`config.mk`:
```
export PLATFORM = sky130hd
export DESIGN_NAME = pll_lock_sequencer
export DESIGN_NICKNAME = d
export VERILOG_FILES = /design/src/rtl/pll_lock_sequencer.sv
export SDC_FILE = /design/constraint.sdc
export NUM_CORES = 1
export LEC_CHECK = 0
export CELL_PAD_IN_SITES_DETAIL_PLACEMENT = 1
export CELL_PAD_IN_SITES_GLOBAL_PLACEMENT = 2
export CORE_AREA = 3 3 76 78
export DETAILED_ROUTE_END_ITERATION = 6
export DIE_AREA = 0 0 79 81
export GPL_ROUTABILITY_DRIVEN = 0
export PLACE_DENSITY = 0.82
export SLEW_MARGIN = 20
export SYNTH_ARGS = -nofsm -noshare
export SYNTH_HDL_FRONTEND = slang
export SYNTH_SLANG_ARGS = --single-unit
```
`constraint.sdc`:
```
create_clock -name CLKI -period 1.9 [get_ports CLKI]
set_input_delay 0.38 -clock CLKI [delete_from_list [all_inputs] [get_ports CLKI]]
set_output_delay 0.38 -clock CLKI [all_outputs]
set_load 0.005 [all_outputs]
```
`src/rtl/pll_lock_sequencer.sv`:
```
// PLL bring-up and supervision: drives PLL reset, qualifies the synchronised LOCK bits
// as a group with debounce, timeout and retry, and emits a system reset / READY.
module pll_lock_sequencer #(
    parameter int NUM_PLL             = 1,
    parameter int RST_CYCLES          = 16,
    parameter int LOCK_STABLE_CYCLES  = 64,
    parameter int LOCK_TIMEOUT_CYCLES = 4096,
    parameter int MAX_RETRIES         = 3
) (
    input  logic                 CLKI,
    input  logic                 RST,
    input  logic [NUM_PLL-1:0]   LOCK,
    output logic                 PLL_RST,
    output logic                 SYS_RST,
    output logic                 READY,
    output logic                 FAULT,
    output logic                 LOCK_LOST,
    output logic [((MAX_RETRIES > 0) ? $clog2(MAX_RETRIES + 1) : 1)-1:0] RETRY_CNT
);

    localparam int RW  = (MAX_RETRIES > 0) ? $clog2(MAX_RETRIES + 1) : 1;
    localparam int RCW = $clog2(RST_CYCLES);
    localparam int SCW = $clog2(LOCK_STABLE_CYCLES + 1);
    localparam int TCW = $clog2(LOCK_TIMEOUT_CYCLES);

    localparam logic [RCW-1:0] RST_LAST     = RCW'(RST_CYCLES - 1);
    localparam logic [SCW-1:0] STABLE_LAST  = SCW'(LOCK_STABLE_CYCLES - 1);
    localparam logic [TCW-1:0] TIMEOUT_LAST = TCW'(LOCK_TIMEOUT_CYCLES - 1);
    localparam logic [RW-1:0]  RETRY_LAST   = RW'(MAX_RETRIES);

    typedef enum logic [1:0] {
        S_PLLRST    = 2'd0,
        S_WAIT_LOCK = 2'd1,
        S_RUN       = 2'd2,
        S_FAULT     = 2'd3
    } state_t;

    state_t             state, state_n;
    logic [NUM_PLL-1:0] sync1, sync2;
    logic               lock_all;
    logic [RCW-1:0]     rst_cnt, rst_cnt_n;
    logic [SCW-1:0]     stable_cnt, stable_cnt_n;
    logic [TCW-1:0]     timeout_cnt, timeout_cnt_n;
    logic [RW-1:0]      retry_n;
    logic               lost_n;

    // LOCK pins are asynchronous to CLKI; only the second-stage bits are trusted.
    assign lock_all = &sync2;

    always_ff @(posedge CLKI or posedge RST) begin
        if (RST) begin
            sync1       <= '0;
            sync2       <= '0;
            state       <= S_PLLRST;
            rst_cnt     <= '0;
            stable_cnt  <= '0;
            timeout_cnt <= '0;
            RETRY_CNT   <= '0;
            LOCK_LOST   <= 1'b0;
        end else begin
            sync1       <= LOCK;
            sync2       <= sync1;
            state       <= state_n;
            rst_cnt     <= rst_cnt_n;
            stable_cnt  <= stable_cnt_n;
            timeout_cnt <= timeout_cnt_n;
            RETRY_CNT   <= retry_n;
            LOCK_LOST   <= lost_n;
        end
    end

    always_comb begin
        state_n       = state;
        rst_cnt_n     = rst_cnt;
        stable_cnt_n  = stable_cnt;
        timeout_cnt_n = timeout_cnt;
        retry_n       = RETRY_CNT;
        lost_n        = LOCK_LOST;
        case (state)
            S_PLLRST: begin
                if (rst_cnt == RST_LAST) begin
                    state_n       = S_WAIT_LOCK;
                    rst_cnt_n     = '0;
                    stable_cnt_n  = '0;
                    timeout_cnt_n = '0;
                end else begin
                    rst_cnt_n = rst_cnt + RCW'(1);
                end
            end
            S_WAIT_LOCK: begin
                stable_cnt_n  = lock_all ? stable_cnt + SCW'(1) : '0;
                timeout_cnt_n = timeout_cnt + TCW'(1);
                // Qualification is tested first so it wins a same-cycle timeout.
                if (lock_all && stable_cnt == STABLE_LAST) begin
                    state_n       = S_RUN;
                    retry_n       = '0;
                    stable_cnt_n  = '0;
                    timeout_cnt_n = '0;
                end else if (timeout_cnt == TIMEOUT_LAST) begin
                    stable_cnt_n  = '0;
                    timeout_cnt_n = '0;
                    rst_cnt_n     = '0;
                    if (RETRY_CNT == RETRY_LAST) begin
                        state_n = S_FAULT;
                    end else begin
                        state_n = S_PLLRST;
                        retry_n = RETRY_CNT + RW'(1);
                    end
                end
            end
            S_RUN: begin
                if (!lock_all) begin
                    state_n   = S_PLLRST;
                    rst_cnt_n = '0;
                    lost_n    = 1'b1;
                end
            end
            S_FAULT: begin
                state_n = S_FAULT;
            end
            default: begin
                state_n = S_PLLRST;
            end
        endcase
    end

    // Outputs decode the registered state only, so RST forces them without a clock.
    assign PLL_RST = (state == S_PLLRST) || (state == S_FAULT);
    assign SYS_RST = (state != S_RUN);
    assign READY   = (state == S_RUN);
    assign FAULT   = (state == S_FAULT);

endmodule

```
==> metrics <==
clock sinks 30; post-route ant nets 0; Reg area roughly 750 µm²; DRC Markers 0; layout cells sized above 1 21.96%; first-pass GRT wire length 7445 µm; starting density of the core about a third; leakage roughly 0.00093 µW; Setup crit start kind flip-flop; Hold Slack 363.9 ps; Setup CP Type reg -> out; drt pass-1 iters 4; crit path time final ~1900 ps; Hold Crit Class reg -> reg; cell area power density ~550 nW/µm²; CP arrival 1490 ps; status complete, no violations; EDFF count, synth 0; I/O pins 10; FMAX approximately 0.53 GHz; ys async rst share 100.0%; core region area just over 5000 µm²; Hold Vio Cnt, Final 0; Setup violations, final 0; Yosys cell types 41; fin. max-slew vios 0; setup ws final approximately 30 ps; FILL cells 623; crit end category output port; DRT Wirelength between 4000 and 5000 µm; CTS tree yes; vias post-DR around 1.4k; GRT Resource Usage Total 14.88%; ys flop type dfrtp_1; area of the multi-input gates 957.2 µm²; CP top delay family buffers and inverters; post-DP HPWL between 2000 and 3000 µm; crit-path max FO 5; FF+latch count, synth 30; vias per cell around 5.1; H-tree levels 2; row count 26; max incr delay on CP 500 ps; Setup Skew roughly 6.3 ps; Final Power 1185 µW; Nets around 230; Worst-Margin Slew around 390 ps; Bufs and invs on worst path 2; Die H roughly 81 µm; Mapped Area roughly 1700 µm²; pre-CTS setup slack -53.40 ps; Syn Nets 194; clock buffer depth 2; pin count of the biggest net entering global routing 31; IO buf count 9; critical-path cell list buf_4 > ha_4 > clkdlybuf4s50_1; initial antenna violation count 0; unrepaired setup endpoints after global routing true; Max-slew headroom about three quarters; worst vdd rail ir drop between 0.00015 and 0.0002 V; Crit path required time roughly 1500 ps; CP max-delay cell clkdlybuf4s50_1; P&R area growth vs syn 27.15%; Layout Cells excl Fill between 200 and 300; 1st-iter DRT viols 48; die width 79 µm; worst skew pair latency about 280 ps; n_diodes 0; yosys warns 0; die area roughly 6400 µm²; Syn Area/Cell roughly 9.3 µm²; CTS Buf Count 5; Mapped Cells approximately 180; post-route clock period utilization between 90% and 100%; vias in the first global route about 1.6k; Reg clk slew, reported paths roughly 60 ps; Placed Cells between 200 and 300; drt wl/cell about 15 µm; register area share after synthesis 44.15%; Clk Tree Root Cell clkbuf_8; total grt overflow 0; max_cap viols 0
==> path summary, 6_finish.rpt <==
kind                       startpoint              end  slack [ps]  depth (start not counted)
max in group asynchronous         RST   timeout_cnt[0]        1130                          3
min in group asynchronous         RST       rst_cnt[1]         480                          3
max reg2reg                rst_cnt[0]  timeout_cnt[11]         110                          5
max                          state[1]            FAULT          30                          3
min                             sync1         lock_all         360                          0
min reg2reg                     sync1         lock_all         360                          0
==> metal layers <==
layer  routed length (µm)  part of all wire (%)  GRT usage, %
met2                 2091                    51         24.49
met5                    0                     0             0
met4                   73                   1.8         7.045
met1                 1868                    45         18.56
met3                   86                   2.1         3.326
==> layout make-up <==
type,instances,share of cell area [%]
clock buffer,7,3.530
sequential,30,34.72
timing repair buffer,30,11.52
multi-input combinational,136,44.27
inverter,11,1.910
tap,70,4.051
==> state kept, by name, summed over array words and instances, names as in the netlist <==
signal       flops
rst_cnt          4
stable_cnt       7
LOCK_LOST        1
lock_all         1
RETRY_CNT        2
timeout_cnt     12
state            2
sync1            1
==> per-stage QoR <==
stage	util [%]	instance area [µm²]	TNS, ps
3_5_place_dp	38.68	1988	-60.20
4_1_cts	41.04	2110	0
5_1_grt	42.06	2162	-70.14
3_3_place_gp	38.68	1988	0
6_report	42.06	2162	0
2_1_floorplan	-	1700	0
==> cells in the final DEF, fill, tap and decap left out, types with 2 or more instances in the layout <==
master / instances
buf_4: 20
nor3b_1: 2
inv_1: 9
nand2b_1: 5
nor2b_1: 3
nor3_1: 7
dfrtp_1: 30
o31ai_1: 4
o311ai_1: 2
nand2_1: 19
nor2_1: 9
o41ai_1: 3
a21oi_1: 5
clkbuf_8: 5
nor4_1: 2
and3_1: 7
dlygate4sd2_1: 2
inv_2: 2
o21ai_0: 19
nand4_1: 2
o22ai_1: 2
or2_2: 2
ha_1: 5
clkbuf_1: 2
clkdlybuf4s50_1: 7
mux2i_1: 2
nand3_1: 11
ha_4: 3
==> timing repair <==
item                                    in CTS  in global routing
setup buffers                                1                  2
hold buffers                                 0                  0
endpoints found under the setup margin       7                 13
gates resized for setup                     10                  7
==> where the power goes <==
group | switching (µW) | internal (µW) | leakage [µW] | total [µW]
logic | 25.6 | 15.6 | 0.000494 | 41.2
clock network | 240 | 252 | 0.0000383 | 492
registers | 6.42 | 646 | 0.000398 | 652
total | 272 | 914 | 0.000930 | 1190
==> cell usage after synthesis, types with 2 or more instances <==
| master | instances | share of area [%] |
|---|---|---|
| nand3_1 | 11 | 3.2 |
| ha_1 | 9 | 6.6 |
| nand2b_1 | 5 | 1.8 |
| dfrtp_1 | 30 | 44 |
| mux2i_1 | 2 | 1.2 |
| nor3_2 | 2 | 1.2 |
| o21ai_1 | 2 | 0.59 |
| a21oi_1 | 6 | 1.8 |
| nand4_1 | 2 | 0.74 |
| o21ai_0 | 19 | 5.6 |
| nor2_1 | 9 | 2.0 |
| nand2_1 | 19 | 4.2 |
| nor3b_1 | 2 | 0.88 |
| o22ai_1 | 2 | 0.74 |
| or2_2 | 2 | 0.74 |
| inv_1 | 11 | 2.4 |
| o31ai_1 | 4 | 1.8 |
| clkbuf_1 | 2 | 0.44 |
| nor3_1 | 7 | 2.1 |
| nor2b_1 | 3 | 1.1 |
| o311ai_1 | 2 | 1.0 |
| nor4_1 | 3 | 1.1 |
| o41ai_1 | 3 | 1.5 |
| and3_1 | 7 | 2.6 |
| buf_2 | 2 | 0.59 |
==> kinds of logic (layout without fill, tap and decap cells) <==
| group | count (synthesis) | after routing | share of synthesized area (%) |
|---|---|---|---|
| AO/OA/AOI/OAI | 46 | 46 | 17.88 |
| AND/OR/NAND/NOR | 77 | 77 | 24.28 |
| buffers and inverters | 16 | 48 | 3.900 |
| adder cells (fa/ha/maj) | 9 | 9 | 6.623 |
| multiplexers | 4 | 4 | 3.164 |
| flip-flops | 30 | 30 | 44.15 |
(Power assumes the default switching activity.)
